`src/rtl/spi_slave_pkg.sv`:
```
// Shared types and constants for the MCP23S17-style SPI register-file slave.
package spi_slave_pkg;

    typedef enum logic [2:0] {
        SSIdle,
        SSOpcode,
        SSAddr,
        SSData,
        SSIgnore
    } SlaveRegState;

    localparam logic [3:0] OPCODE_PREFIX = 4'b0100;

    localparam logic [7:0] IODIRA = 8'h00;
    localparam logic [7:0] IOCON  = 8'h0A;
    localparam logic [7:0] GPIOA  = 8'h12;

    function automatic logic opcode_match(input logic [7:0] op, input logic [2:0] hw_addr);
        return (op[7:4] == OPCODE_PREFIX) && (op[3:1] == hw_addr);
    endfunction

endpackage

```
`src/rtl/spi_slave_regfile_if.sv`:
```
// SPI pin bundle between an SPI master and the register-file slave.
interface spi_slave_regfile_if;
    logic spiClk;
    logic cs;
    logic mosi;
    logic miso;

    modport master (output spiClk, output cs, output mosi, input miso);
    modport slave  (input spiClk, input cs, input mosi, output miso);
endinterface

```
`src/rtl/CDCSynchron.sv`:
```
// Two-flop synchroniser for a single asynchronous input.
module CDCSynchron #(
    parameter logic RESET_VAL = 1'b0
) (
    input  logic clk_i,
    input  logic rst_n_i,
    input  logic async_i,
    output logic sync_o
);
    logic meta_q;
    logic sync_q;

    always_ff @(posedge clk_i or negedge rst_n_i) begin
        if (!rst_n_i) begin
            meta_q <= RESET_VAL;
            sync_q <= RESET_VAL;
        end else begin
            meta_q <= async_i;
            sync_q <= meta_q;
        end
    end

    assign sync_o = sync_q;
endmodule

```
`src/rtl/spi_byte_shifter.sv`:
```
// Byte-level SPI shifter: MSB-first rx on sample strobes, tx load/shift on shift strobes.
module spi_byte_shifter (
    input  logic       clk_i,
    input  logic       rst_n_i,
    input  logic       clear_i,
    input  logic       sample_i,
    input  logic       shift_i,
    input  logic       mosi_i,
    input  logic       load_en_i,
    input  logic [7:0] load_data_i,
    output logic [7:0] rx_byte_o,
    output logic       byte_done_o,
    output logic       load_slot_o,
    output logic       tx_msb_o,
    output logic [2:0] bit_cnt_o
);
    logic [2:0] bit_cnt_q;
    logic [6:0] rx_q;
    logic [7:0] tx_q;
    logic       byte_end_q;

    assign byte_done_o = sample_i && (bit_cnt_q == 3'd7);
    assign rx_byte_o   = {rx_q, mosi_i};
    // The first falling edge after a completed byte is the reload slot.
    assign load_slot_o = shift_i && byte_end_q;
    assign tx_msb_o    = tx_q[7];
    assign bit_cnt_o   = bit_cnt_q;

    always_ff @(posedge clk_i or negedge rst_n_i) begin
        if (!rst_n_i) begin
            bit_cnt_q  <= '0;
            rx_q       <= '0;
            tx_q       <= '0;
            byte_end_q <= 1'b0;
        end else if (clear_i) begin
            bit_cnt_q  <= '0;
            rx_q       <= '0;
            tx_q       <= '0;
            byte_end_q <= 1'b0;
        end else begin
            if (sample_i) begin
                bit_cnt_q <= bit_cnt_q + 3'd1;
                rx_q      <= rx_byte_o[6:0];
            end
            if (byte_done_o) begin
                byte_end_q <= 1'b1;
            end else if (shift_i) begin
                byte_end_q <= 1'b0;
            end
            if (load_slot_o && load_en_i) begin
                tx_q <= load_data_i;
            end else if (shift_i) begin
                tx_q <= {tx_q[6:0], 1'b0};
            end
        end
    end
endmodule

```
`src/rtl/spi_slave_regfile.sv`:
```
// SPI mode-0 slave with an NUM_REGS x 8 register file, shared with a sysClk host port.
module spi_slave_regfile
    import spi_slave_pkg::*;
#(
    parameter int unsigned NUM_REGS  = 22,
    parameter logic [2:0]  HW_ADDR   = 3'b000,
    parameter bit          AUTO_INC  = 1'b1,
    parameter logic [7:0]  REG_RESET = 8'h00
) (
    input  logic                sysClk,
    input  logic                reset,
    spi_slave_regfile_if.slave  spi,
    input  logic [7:0]          host_addr_i,
    output logic [7:0]          host_rdata_o,
    input  logic                host_we_i,
    input  logic [7:0]          host_wdata_i,
    output logic                wr_stb_o,
    output logic [7:0]          wr_addr_o,
    output logic [7:0]          wr_data_o,
    output logic                busy_o,
    output logic                frame_err_o
);
    localparam logic [8:0] LAST_IDX = 9'(NUM_REGS - 1);

    SlaveRegState state_q, state_d;

    logic       sclk_s, cs_s, mosi_s;
    logic       sclk_prev_q, cs_prev_q;
    logic       sclk_rise, sclk_fall, cs_rise, cs_fall, active;
    logic       byte_done, load_slot, tx_msb;
    logic [7:0] rx_byte;
    logic [2:0] bit_cnt;
    logic [7:0] addr_q, addr_next, rd_data;
    logic       rw_q, wr_stb_q, frame_err_q;
    logic [7:0] wr_addr_q, wr_data_q;
    logic       spi_we, addr_load, addr_adv, rw_load, tx_load_en, frame_err_d;
    logic [7:0] regs_q [NUM_REGS];

    CDCSynchron #(.RESET_VAL(1'b0)) u_sync_sclk (.clk_i(sysClk), .rst_n_i(reset), .async_i(spi.spiClk), .sync_o(sclk_s));
    // cs syncs to 0 so a /CS held low across reset release is not seen as a fall.
    CDCSynchron #(.RESET_VAL(1'b0)) u_sync_cs   (.clk_i(sysClk), .rst_n_i(reset), .async_i(spi.cs),     .sync_o(cs_s));
    CDCSynchron #(.RESET_VAL(1'b0)) u_sync_mosi (.clk_i(sysClk), .rst_n_i(reset), .async_i(spi.mosi),   .sync_o(mosi_s));

    always_ff @(posedge sysClk or negedge reset) begin
        if (!reset) begin
            sclk_prev_q <= 1'b0;
            cs_prev_q   <= 1'b0;
        end else begin
            sclk_prev_q <= sclk_s;
            cs_prev_q   <= cs_s;
        end
    end

    assign sclk_rise = sclk_s & ~sclk_prev_q;
    assign sclk_fall = ~sclk_s & sclk_prev_q;
    assign cs_fall   = ~cs_s & cs_prev_q;
    assign cs_rise   = cs_s & ~cs_prev_q;
    assign active    = ~cs_s && (state_q != SSIdle);

    spi_byte_shifter u_shifter (
        .clk_i       (sysClk),
        .rst_n_i     (reset),
        .clear_i     (cs_fall | cs_rise),
        .sample_i    (sclk_rise & active),
        .shift_i     (sclk_fall & active),
        .mosi_i      (mosi_s),
        .load_en_i   (tx_load_en),
        .load_data_i (rd_data),
        .rx_byte_o   (rx_byte),
        .byte_done_o (byte_done),
        .load_slot_o (load_slot),
        .tx_msb_o    (tx_msb),
        .bit_cnt_o   (bit_cnt)
    );

    always_ff @(posedge sysClk or negedge reset) begin
        if (!reset) state_q <= SSIdle;
        else        state_q <= state_d;
    end

    always_comb begin
        state_d = state_q;
        if (cs_rise) begin
            state_d = SSIdle;
        end else if (cs_fall) begin
            state_d = SSOpcode;
        end else if (byte_done) begin
            case (state_q)
                SSOpcode: state_d = opcode_match(rx_byte, HW_ADDR) ? SSAddr : SSIgnore;
                SSAddr:   state_d = SSData;
                default:  state_d = state_q;
            endcase
        end
    end

    always_comb begin
        spi_we      = 1'b0;
        addr_load   = 1'b0;
        addr_adv    = 1'b0;
        rw_load     = 1'b0;
        tx_load_en  = 1'b0;
        frame_err_d = cs_rise && (bit_cnt != 3'd0);
        case (state_q)
            SSOpcode: rw_load   = byte_done && opcode_match(rx_byte, HW_ADDR);
            SSAddr:   addr_load = byte_done;
            SSData: begin
                if (rw_q) begin
                    tx_load_en = 1'b1;
                    addr_adv   = load_slot;
                end else begin
                    spi_we   = byte_done;
                    addr_adv = byte_done;
                end
            end
            default: ;
        endcase
    end

    assign addr_next = !AUTO_INC ? addr_q :
                       ({1'b0, addr_q} >= LAST_IDX) ? '0 : addr_q + 8'd1;

    always_ff @(posedge sysClk or negedge reset) begin
        if (!reset) begin
            rw_q        <= 1'b0;
            addr_q      <= '0;
            wr_stb_q    <= 1'b0;
            wr_addr_q   <= '0;
            wr_data_q   <= '0;
            frame_err_q <= 1'b0;
            for (int unsigned i = 0; i < NUM_REGS; i++) regs_q[i] <= REG_RESET;
        end else begin
            wr_stb_q    <= spi_we;
            frame_err_q <= frame_err_d;
            if (spi_we) begin
                wr_addr_q <= addr_q;
                wr_data_q <= rx_byte;
            end
            if (cs_fall)      rw_q <= 1'b0;
            else if (rw_load) rw_q <= rx_byte[0];
            if (addr_load)     addr_q <= rx_byte;
            else if (addr_adv) addr_q <= addr_next;
            // SPI write takes priority over a host write to the same register.
            for (int unsigned i = 0; i < NUM_REGS; i++) begin
                if (spi_we && addr_q == 8'(i))               regs_q[i] <= rx_byte;
                else if (host_we_i && host_addr_i == 8'(i)) regs_q[i] <= host_wdata_i;
            end
        end
    end

    always_comb begin
        host_rdata_o = '0;
        rd_data      = '0;
        for (int unsigned i = 0; i < NUM_REGS; i++) begin
            if (host_addr_i == 8'(i)) host_rdata_o = regs_q[i];
            if (addr_q == 8'(i))      rd_data      = regs_q[i];
        end
    end

    assign busy_o      = (state_q != SSIdle);
    assign spi.miso    = busy_o && rw_q && (state_q == SSAddr || state_q == SSData) && tx_msb;
    assign wr_stb_o    = wr_stb_q;
    assign wr_addr_o   = wr_addr_q;
    assign wr_data_o   = wr_data_q;
    assign frame_err_o = frame_err_q;
endmodule

```
`src/flat_wrapper.sv`:
```
// flat-port wrapper written by rule: the top's interface ports become plain ports
module spi_slave_regfile_flat import spi_slave_pkg::*;
#(
    parameter int unsigned NUM_REGS  = 22,
    parameter logic [2:0]  HW_ADDR   = 3'b000,
    parameter bit          AUTO_INC  = 1'b1,
    parameter logic [7:0]  REG_RESET = 8'h00
)
  (sysClk, reset, host_addr_i, host_rdata_o, host_we_i, host_wdata_i, wr_stb_o, wr_addr_o, wr_data_o, busy_o, frame_err_o, spi_spiClk, spi_cs, spi_mosi, spi_miso);
  spi_slave_regfile_if spi_i ();
  input  logic sysClk;
  input  logic reset;
  input  logic [7:0] host_addr_i;
  output logic [7:0] host_rdata_o;
  input  logic host_we_i;
  input  logic [7:0] host_wdata_i;
  output logic wr_stb_o;
  output logic [7:0] wr_addr_o;
  output logic [7:0] wr_data_o;
  output logic busy_o;
  output logic frame_err_o;
  input wire logic [$bits(spi_i.spiClk)-1:0] spi_spiClk;
  input wire logic [$bits(spi_i.cs)-1:0] spi_cs;
  input wire logic [$bits(spi_i.mosi)-1:0] spi_mosi;
  output wire logic [$bits(spi_i.miso)-1:0] spi_miso;
  assign spi_i.spiClk = spi_spiClk;
  assign spi_i.cs = spi_cs;
  assign spi_i.mosi = spi_mosi;
  assign spi_miso = spi_i.miso;
  spi_slave_regfile #(.NUM_REGS(NUM_REGS), .HW_ADDR(HW_ADDR), .AUTO_INC(AUTO_INC), .REG_RESET(REG_RESET)) u_core (.sysClk(sysClk), .reset(reset), .spi(spi_i), .host_addr_i(host_addr_i), .host_rdata_o(host_rdata_o), .host_we_i(host_we_i), .host_wdata_i(host_wdata_i), .wr_stb_o(wr_stb_o), .wr_addr_o(wr_addr_o), .wr_data_o(wr_data_o), .busy_o(busy_o), .frame_err_o(frame_err_o));
endmodule
```
`config.mk`:
```
export PLATFORM = sky130hd
export DESIGN_NAME = spi_slave_regfile_flat
export DESIGN_NICKNAME = d
export VERILOG_FILES = /design/src/rtl/spi_slave_pkg.sv /design/src/rtl/spi_slave_regfile_if.sv /design/src/rtl/CDCSynchron.sv /design/src/rtl/spi_byte_shifter.sv /design/src/rtl/spi_slave_regfile.sv /design/src/flat_wrapper.sv
export SDC_FILE = /design/constraint.sdc
export NUM_CORES = 1
export LEC_CHECK = 0
export ABC_CLOCK_PERIOD_IN_PS = 3100
export CAP_MARGIN = 15
export CORE_ASPECT_RATIO = 0.8
export CORE_MARGIN = 10
export CORE_UTILIZATION = 40
export DETAILED_ROUTE_END_ITERATION = 8
export PLACE_DENSITY = 0.61
export SLEW_MARGIN = 10
export SYNTH_ARGS = -nofsm -noshare
export SYNTH_HDL_FRONTEND = slang
export SYNTH_SLANG_ARGS = --single-unit
export TNS_END_PERCENT = 50
```
`constraint.sdc`:
```
create_clock -name sysClk -period 3.1 [get_ports sysClk]
set_input_delay 0.465 -clock sysClk [delete_from_list [all_inputs] [get_ports sysClk]]
set_output_delay 0.465 -clock sysClk [all_outputs]
set_load 0.01 [all_outputs]
```
Word level (Yosys, flattened, before mapping)
Index checks and enable logic that the tools add are counted.

word-level totals
  bits of input ports = 22
  flip-flop bits (word level) = 233
  word-level logic and storage cells = 308

cells by class
  magnitude comparators = 1
  bitwise logic cells = 11
  add/sub/neg operators = 2
  reduce and logical (&&, ||, !) cells = 90
  mux-type cells = 116
  equal/unequal tests = 47

operators with widths
  operator                                             count
  two-way mux 8 bit                                    94
  == test 8 x 4 -> 1 bit, second input constant        16
  == test 8 x 5 -> 1 bit, second input constant        12
  == test 8 x 3 -> 1 bit, second input constant        8
  logical AND 1 bit                                    54
  nonzero test 2 bit                                   25
  == test 8 x 2 -> 1 bit, second input constant        4
  two-way mux 3 bit                                    6
  == test 8 x 1 -> 1 bit, second input constant        2
  logical NOT 8 bit                                    2
  nonzero test 3 bit                                   5
  two-way mux 7 bit                                    2
  two-way mux 1 bit                                    13
  adder 8 x 1 -> 8 bit, second input constant          1
  >= comparator 8 x 5 -> 1 bit, second input constant  1
  AND 1 bit                                            6
  == test 3 x 2 -> 1 bit, second input constant        2
  case mux 3 bit (2 select lines)                      1
  == test 4 x 3 -> 1 bit, second input constant        1
  NOT 1 bit                                            4
  nonzero test 4 bit                                   1
  adder 3 x 1 -> 3 bit, second input constant          1
  == test 3 x 1 -> 1 bit, second input constant        1
  == test 3 bit, second input constant                 1
  4 further kinds                                      4

Logic depth before layout (Yosys ltp)
Gate-level depths: netlist of run 1.

  depth in word-level cells = 25
  depth in mapped cells = 12
  mapped depth without buffers = 8

Cells and area by module
From an unflattened synthesis of run 1, not the netlist that was laid out.

unflattened totals
  cells, all modules = 1682
  area, all modules = 14889.3 um^2

by module, submodules not included
  module             seq. area each (um^2)  cells an instance  instances  area each (um^2)
  spi_slave_regfile  5205.0                 1590               1          13803.2
  spi_byte_shifter   475.5                  86                 1          935.9
  CDCSynchron        50.0                   2                  3          50.0

Worst setup path before layout of run 1
OpenSTA, ideal clock, no wires.

  kind = input-to-output
  from = input port host_addr_i[4]
  to = output port host_rdata_o[1]
  required time = 2635 ps
  arrival = 2130 ps
  cell stages on the path = 9
  path buffers = 3
  slack = 505 ps
  cell sequence = clkbuf_1 > nor4_4 > nand3_1 > buf_2 > clkbuf_1 > o21ai_0 > a211oi_1 > o221ai_1 > a2bb2oi_1

on the way
  word-level cells in the longest chain between the ends = 23

ends and longest elaborated chain
  element                          RTL line                  RTL
  start, declared                  flat_wrapper.sv:13        input logic [7:0] host_addr_i;
  logical NOT 8 bit                spi_slave_regfile.sv:154  if (host_addr_i == 8'(i)) host_rdata_o = regs_q[i];
  two-way mux 8 bit (21 in a row)  spi_slave_regfile.sv:154
  two-way mux 8 bit *              spi_slave_regfile.sv:154
  end, declared                    flat_wrapper.sv:14        output logic [7:0] host_rdata_o;

Mark *: on every way between the ends. The rest lies on a longest branch, timed or not.

Worst setup path after layout of run 1
  from = register u_core.regs_q[144] (netlist name)
  to = output port host_rdata_o[0]

on the way
  word-level cells in the longest chain between the ends = 19

ends and longest elaborated chain
  element                          RTL line                  RTL
  start, declared                  spi_slave_regfile.sv:37   logic [7:0] regs_q [NUM_REGS];
  start signal, assigned by index  spi_slave_regfile.sv:144  if (spi_we && addr_q == 8'(i)) regs_q[i] <= rx_byte;
  start signal, assigned by index  spi_slave_regfile.sv:145  else if (host_we_i && host_addr_i == 8'(i)) regs_q[i] <= host_wdata_i;
  two-way mux 8 bit (19 in a row)  spi_slave_regfile.sv:154

Every way passes these cells.

==> run summary, run 1 <==
Crit-path max cell delay -> 0.60 ns
Worst-Skew Late Latency -> 0.60 ns
Syn-to-layout area delta -> 23.2%
DRT Pass-1 Iters -> 7
Non-Filler Instances -> 2337
Run status -> finished, final reports clean
Dpl hpwl -> 52800 um
Netlist cell types -> 76
Worst-case clock buffer depth -> 3
Final setup viols -> 0
Static leakage power -> 7.60 nW
Yosys warns -> 0
Overall power -> 7.86 mW
Worst EP arrival -> 2.61 ns
Final Core Density -> 0.504
Vias after detailed routing -> 15000
Final WS setup -> 0.0229 ns
Final hold vios -> 0
Core Footprint -> 36200 um^2
#FFs+latches synth -> 233
CP max FO -> 3
Clock Skews -> 0.0317 ns
Cells after Synth -> 1680
Syn Nets -> 1711
Yosys top cell by area -> dfrtp_1
Die height -> 192 um
Worst hold slack -> 0.324 ns
Vias per std cell -> 6.41
DR iter-0 viols -> 2082
Vias in the first global route -> 14100
# IOs -> 50
Critical path startpoint category -> register
Cell area after layout -> 18300 um^2
TritonCTS buffer count -> 27
Sink Count -> 233
WL final -> 73600 um
Req. time, crit path -> 2.63 ns
Setup tns final -> 0 ns
Wire per inst -> 31.5 um
Clock-pin slew on the worst setup and hold paths -> 0.06 ns
Maximum Capacitance Violations -> 0
EDFF count, synth -> 0
Layout Nets -> 1868
Hold WC Path Type -> primary input to register
Synth top area cells -> dfrtp_1 (39%), mux2i_1 (14%), a21oi_1 (8.5%), nor2_1 (6.5%), clkbuf_1 (2.4%)
Placed cells -> 2282
Largest net degree at the start of global routing -> 90
Ant. Diodes -> 0
Total global routing overflow -> 0
Seq/Total Area, Yosys -> 0.393
Clock root buffer -> clkbuf_16
RSZ-0062 raised after global routing -> yes
Crit-path cells -> mux4_2 > o221ai_2 > a211oi_2 > buf_4 > o221ai_1 > a2bb2oi_1 > dlygate4sd2_1
Placed Area -> 17000 um^2
Max_slew headroom -> 0.356
Worst setup EP type -> output pin
Slew @ Worst Pin -> 0.966 ns
DP Worst Slack -> -0.709 ns
Syn_area_per_cell -> 8.83 um^2
Initial Util -> 0.409
Full die area -> 45200 um^2
DRC -> 0
R2r setup slk -> 0.18 ns
Slowest-stage cell, CP -> mux4_2
RePlAce Congestion -> 1.03
Top cell family by delay on the critical path -> multiplexers
GRT Total Usage -> 0.316
Final worst-path cycle share -> 0.993
Synth top area share -> 0.393
Share of cells above drive strength 1 -> 0.211
WP buf/inv -> 2
Async SR Flop Fraction -> 1.00
Rows -> 62
Fin. max-slew vios -> 0
IO buf count -> 49
First-pass GRT wire length -> 106000 um
H-tree depth -> 1
Post-Synthesis Cell Area -> 14800 um^2
CTS tree -> yes
Max VDD drop -> 0.000385 V
Post-DRT Antenna Nets -> 0
PwrDens -> 430 nW/um^2
Crit path time final -> 3.08 ns
Initial antenna violation count -> 0
Main synth FF type -> dfrtp_1
Die width -> 235 um
Kind of critical path -> register to output pin
Fmax achieved -> 325 MHz
==> worst register-to-register path, cell delays in order, from the launching register on <==
cell      delay [ns]
dfrtp_1         0.45
inv_1           0.13
ha_1            0.29
buf_4           0.26
or2_2           0.40
nor2_1          0.37
nor2_1          0.12
a21oi_1         0.33
o311ai_0        0.20
buf_4           0.20
o211ai_1        0.08
==> flip-flops by register name (all words and copies together) (netlist names), 3 cells and up <==
| signal | flops |
|---|---|
| u_core.u_shifter.bit_cnt_o | 3 |
| u_core.state_q | 3 |
| u_core.wr_data_o | 8 |
| u_core.addr_q | 8 |
| u_core.u_shifter.rx_q | 7 |
| u_core.wr_addr_o | 8 |
| u_core.regs_q | 176 |
| u_core.u_shifter.tx_q | 8 |
==> power by group <==
part / internal [mW] / switching, mW / leakage [nW]
logic: 0.347 / 0.515 / 4.76
registers: 3.17 / 0.211 / 2.36
clock network: 2.15 / 1.47 / 0.481
total: 5.66 / 2.19 / 7.60
==> cell usage in the layout (no fill, tap or decap), drive strengths merged, types with 14 or more instances in the layout <==
master	count
inv	25
nor2	263
nand2	75
and3	16
a21oi	252
dfrtp	233
nor2b	25
clkdlybuf4s50	32
o21ai	50
a211oi	20
mux2	23
nor3	27
o22ai	40
and2	14
mux2i	201
clkbuf	34
buf	232
nand3	61
a221oi	17
==> kinds of logic after synthesis <==
logic type	share of synthesized area
AND/OR/NAND/NOR	0.174
AO/OA/AOI/OAI	0.206
multiplexers	0.168
flip-flops	0.393
buffers and inverters	0.0493
adder cells (fa/ha/maj)	0.00760
XOR/XNOR	0.00118
==> layer usage <==
| layer | share of wire | routed length, um | global-route usage |
|---|---|---|---|
| met1 | 0.45 | 33500 | 0.478 |
| met2 | 0.40 | 29700 | 0.440 |
| met3 | 0.12 | 8750 | 0.0753 |
| met4 | 0.024 | 1740 | 0.0741 |
| met5 | 0 | 0 | 0 |
==> cell type report <==
class	instances	area, um^2
fill	3464	18000
multi-input combinational	1279	8520
sequential	233	5830
timing repair buffer	274	2250
clock buffer	34	752
tap	480	601
clock inverter	15	231
inverter	22	86.3
==> what timing repair did <==
action                     CTS  global route
buffers inserted             5             0
hold buffers                 1             0
setup endpoints to repair    8             4
hold endpoints to repair    51             0
resized for setup           90             7
pin swaps                   18             0
cloned                       1             0
==> final timing paths <==
kind,startpoint,cells past startpoint,endpoint
max,u_core.regs_q[144]$_DFFE_PN0P_,7,host_rdata_o[0]
min,spi_mosi,1,u_core.u_sync_mosi.meta_q$_DFF_PN0_
max reg2reg,u_core.addr_q[0]$_DFFE_PN0P_,10,u_core.u_shifter.tx_q[7]$_DFFE_PN0P_
min reg2reg,u_core.u_sync_mosi.meta_q$_DFF_PN0_,0,u_core.u_sync_mosi.sync_o$_DFF_PN0_
max in group asynchronous,reset,3,u_core.regs_q[173]$_DFFE_PN0P_
min in group asynchronous,reset,2,u_core.regs_q[0]$_DFFE_PN0P_
==> synthesized netlist by cell type (7+ instances only) <==
cell,n
nor2_2,7
nand4_1,8
ha_1,9
a221oi_1,17
nor2b_1,25
mux2_2,23
a21oi_1,252
mux4_2,10
and2_1,13
o221ai_1,11
o22ai_1,40
nand3_2,10
buf_1,14
a32oi_1,7
mux2i_1,201
clkbuf_1,94
nor4_1,8
nand2_1,75
o311ai_0,8
a31oi_1,8
a211oi_1,20
o211ai_1,10
buf_4,11
nor3_1,22
a22oi_1,12
and3_1,15
nand2b_1,9
o32ai_1,9
nor2_1,256
buf_2,23
inv_1,22
dfrtp_1,233
o21ai_0,48
nand3_1,51
(Power assumes the default switching activity.)
==> inputs of run 2 (changes only) <==
--- a/config.mk
+++ b/config.mk
@@ -11,6 +11,7 @@
 export CORE_MARGIN = 10
 export CORE_UTILIZATION = 40
 export DETAILED_ROUTE_END_ITERATION = 8
+export GPL_TIMING_DRIVEN = 1
 export PLACE_DENSITY = 0.61
 export SLEW_MARGIN = 10
 export SYNTH_ARGS = -nofsm -noshare
==> results of run 2 <==
Final layout, timing and power as in run 1 (identical DEF).
==> inputs of run 3 (changes only) <==
--- a/config.mk
+++ b/config.mk
@@ -11,8 +11,7 @@
 export CORE_MARGIN = 10
 export CORE_UTILIZATION = 40
 export DETAILED_ROUTE_END_ITERATION = 8
-export GPL_TIMING_DRIVEN = 1
-export PLACE_DENSITY = 0.61
+export PLACE_DENSITY_LB_ADDON = 0.08
 export SLEW_MARGIN = 10
 export SYNTH_ARGS = -nofsm -noshare
 export SYNTH_HDL_FRONTEND = slang
==> run 3 against run 2 <==
Net effect: utilization is 0.47 points lower; clock skew down 0.011 ns; first-iteration DRC count grew 3.2%; critical path depth grew 4; sequential share of layout area up 0.29 points; critical path type is now primary input to output pin.
==> run summary, run 3 (synthesis gave the netlist of run 1 again) <==
Req. time, crit path -> 2.63 ns
Non-Filler Instances -> 2326
Fill count -> 3458
Final WS setup -> 0.00446 ns
Initial Util -> 0.409
Hold WC Path Type -> primary input to register
Clk network pwr share -> 0.435
Commonest non-fill, non-tap cell in the layout -> nor2_1
Final worst-path cycle share -> 0.999
Sw frac -> 0.283
Setup tns final -> 0 ns
Rows -> 62
GRT Total Usage -> 0.311
Clock-pin slew on the worst setup and hold paths -> 0.06 ns
Final setup viols -> 0
Fin. max-slew vios -> 0
Placed Area -> 17000 um^2
Syn-to-layout area delta -> 22.1%
Post-DRT Antenna Nets -> 0
Multi-input combinational cell area -> 8550 um^2
Clock Skews -> 0.0205 ns
Run status -> finished, final reports clean
Initial antenna violation count -> 0
# IOs -> 50
RSZ-0062 raised after global routing -> yes
Comb pwr share -> 0.114
IO buf count -> 49
Overall power -> 7.49 mW
Sink Count -> 233
Placed cells -> 2277
Sw power -> 2.12 mW
TritonCTS buffer count -> 27
Final hold vios -> 0
Most frequent cells in the layout -> nor2_1 (255), a21oi_1 (250), dfrtp_1 (233), buf_4 (207), mux2i_1 (201)
Sequential Power Share -> 0.451
Worst EP arrival -> 2.63 ns
Cell area after layout -> 18100 um^2
H-tree depth -> 1
Max VDD drop -> 0.000425 V
Top reg by flops -> u_core.regs_q
Worst-Skew Late Latency -> 0.57 ns
Wire per inst -> 31.2 um
Die width -> 235 um
PwrDens -> 414 nW/um^2
Crit path time final -> 3.10 ns
Static leakage power -> 7.48 nW
Fmax achieved -> 323 MHz
Worst setup EP type -> output pin
Total global routing overflow -> 0
Power Internal -> 5.37 mW
CTS tree -> yes
Vias after detailed routing -> 14900
Full die area -> 45200 um^2
Vias per std cell -> 6.40
DRT Pass-1 Iters -> 6
Clock root buffer -> clkbuf_16
DP Worst Slack -> -0.682 ns
Dpl hpwl -> 52300 um
Slew @ Worst Pin -> 0.935 ns
CP max FO -> 6
Maximum Capacitance Violations -> 0
Kind of critical path -> primary input to output pin
Flip-flop and latch area -> 5830 um^2
Ant. Diodes -> 0
Share of cells above drive strength 1 -> 0.207
Largest net degree at the start of global routing -> 76
Critical path startpoint category -> primary input
Max FFs per register -> 176
Core Footprint -> 36200 um^2
DR iter-0 viols -> 2148
Vias in the first global route -> 13900
First-pass GRT wire length -> 103000 um
Max_slew headroom -> 0.377
Layout Nets -> 1859
Die height -> 192 um
DRC -> 0
WL final -> 72600 um
Worst-case clock buffer depth -> 3
RePlAce Congestion -> 1.02
run 3: cell count changes in the layout (fill, tap and decap cells not counted), moves of 4 or more:
cell / delta
dlygate4sd2_1: -4
a2bb2oi_2: +4
a2bb2oi_1: -4
buf_4: -4
buf_6: -6
run 3: metal layers:
metal	track usage	wire [um]
met1	0.480	33900
met2	0.422	28300
met3	0.0770	8730
met4	0.0640	1580
met5	0	0
run 3: path summary, 6_finish.rpt:
check	start	endpoint	slack [ns]	cells past startpoint
max	host_addr_i[2]	host_rdata_o[7]	0.004	11
max in group asynchronous	reset	u_core.regs_q[93]$_DFFE_PN0P_	1.84	3
min in group asynchronous	reset	u_core.regs_q[12]$_DFFE_PN0P_	0.44	2
max reg2reg	u_core.addr_q[1]$_DFFE_PN0P_	u_core.u_shifter.tx_q[3]$_DFFE_PN0P_	0.15	9
min reg2reg	u_core.u_sync_mosi.meta_q$_DFF_PN0_	u_core.u_sync_mosi.sync_o$_DFF_PN0_	0.35	0
min	spi_spiClk	u_core.u_sync_sclk.meta_q$_DFF_PN0_	0.34	1
run 3: repair_timing:
| item | 4_1_cts | 5_1_grt |
|---|---|---|
| setup endpoints to repair | 8 | 11 |
| hold buffers | 1 | 0 |
| endpoints found under the hold margin | 72 | 0 |
| buffers inserted | 0 | 1 |
| pin swaps | 13 | 6 |
| gates resized for setup | 69 | 24 |
run 3: power by group through the flow:
| stage | Sequential [mW] | Clock, mW | Combinational (mW) |
|---|---|---|---|
| 4_1_cts | 3.35 | 3.30 | 0.840 |
| 5_1_grt | 3.37 | 3.41 | 0.911 |
| 3_5_place_dp | 3.41 | 0 | 0.827 |
| 6_report | 3.37 | 3.25 | 0.856 |
| 3_3_place_gp | 3.41 | 0 | 0.824 |
| 2_1_floorplan | 3.29 | 0 | 0.405 |
run 3: final cells by class:
cell class	count	area share
multi-input combinational	1279	0.472
sequential	233	0.322
timing repair buffer	265	0.120
clock buffer	35	0.0412
tap	480	0.0332
clock inverter	12	0.00684
inverter	22	0.00456
run 3: worst max-delay path, cell delays in order:
cell	delay, ns
clkdlybuf4s50_1	0.42
buf_6	0.15
buf_4	0.14
nand2b_4	0.17
a211oi_2	0.30
a211oi_4	0.08
o311ai_2	0.35
buf_4	0.18
and4b_1	0.18
nor2_1	0.05
buf_2	0.13
run 3: per-stage QoR:
| step | hold slack (ns) | utilization |
|---|---|---|
| finish | 0.336 | 0.500 |
| global route | 0.333 | 0.500 |
| CTS | 0.323 | 0.497 |
| detailed placement | 0.343 | 0.468 |
| global placement | 0.339 | 0.468 |
| floorplan | 0.169 | - |
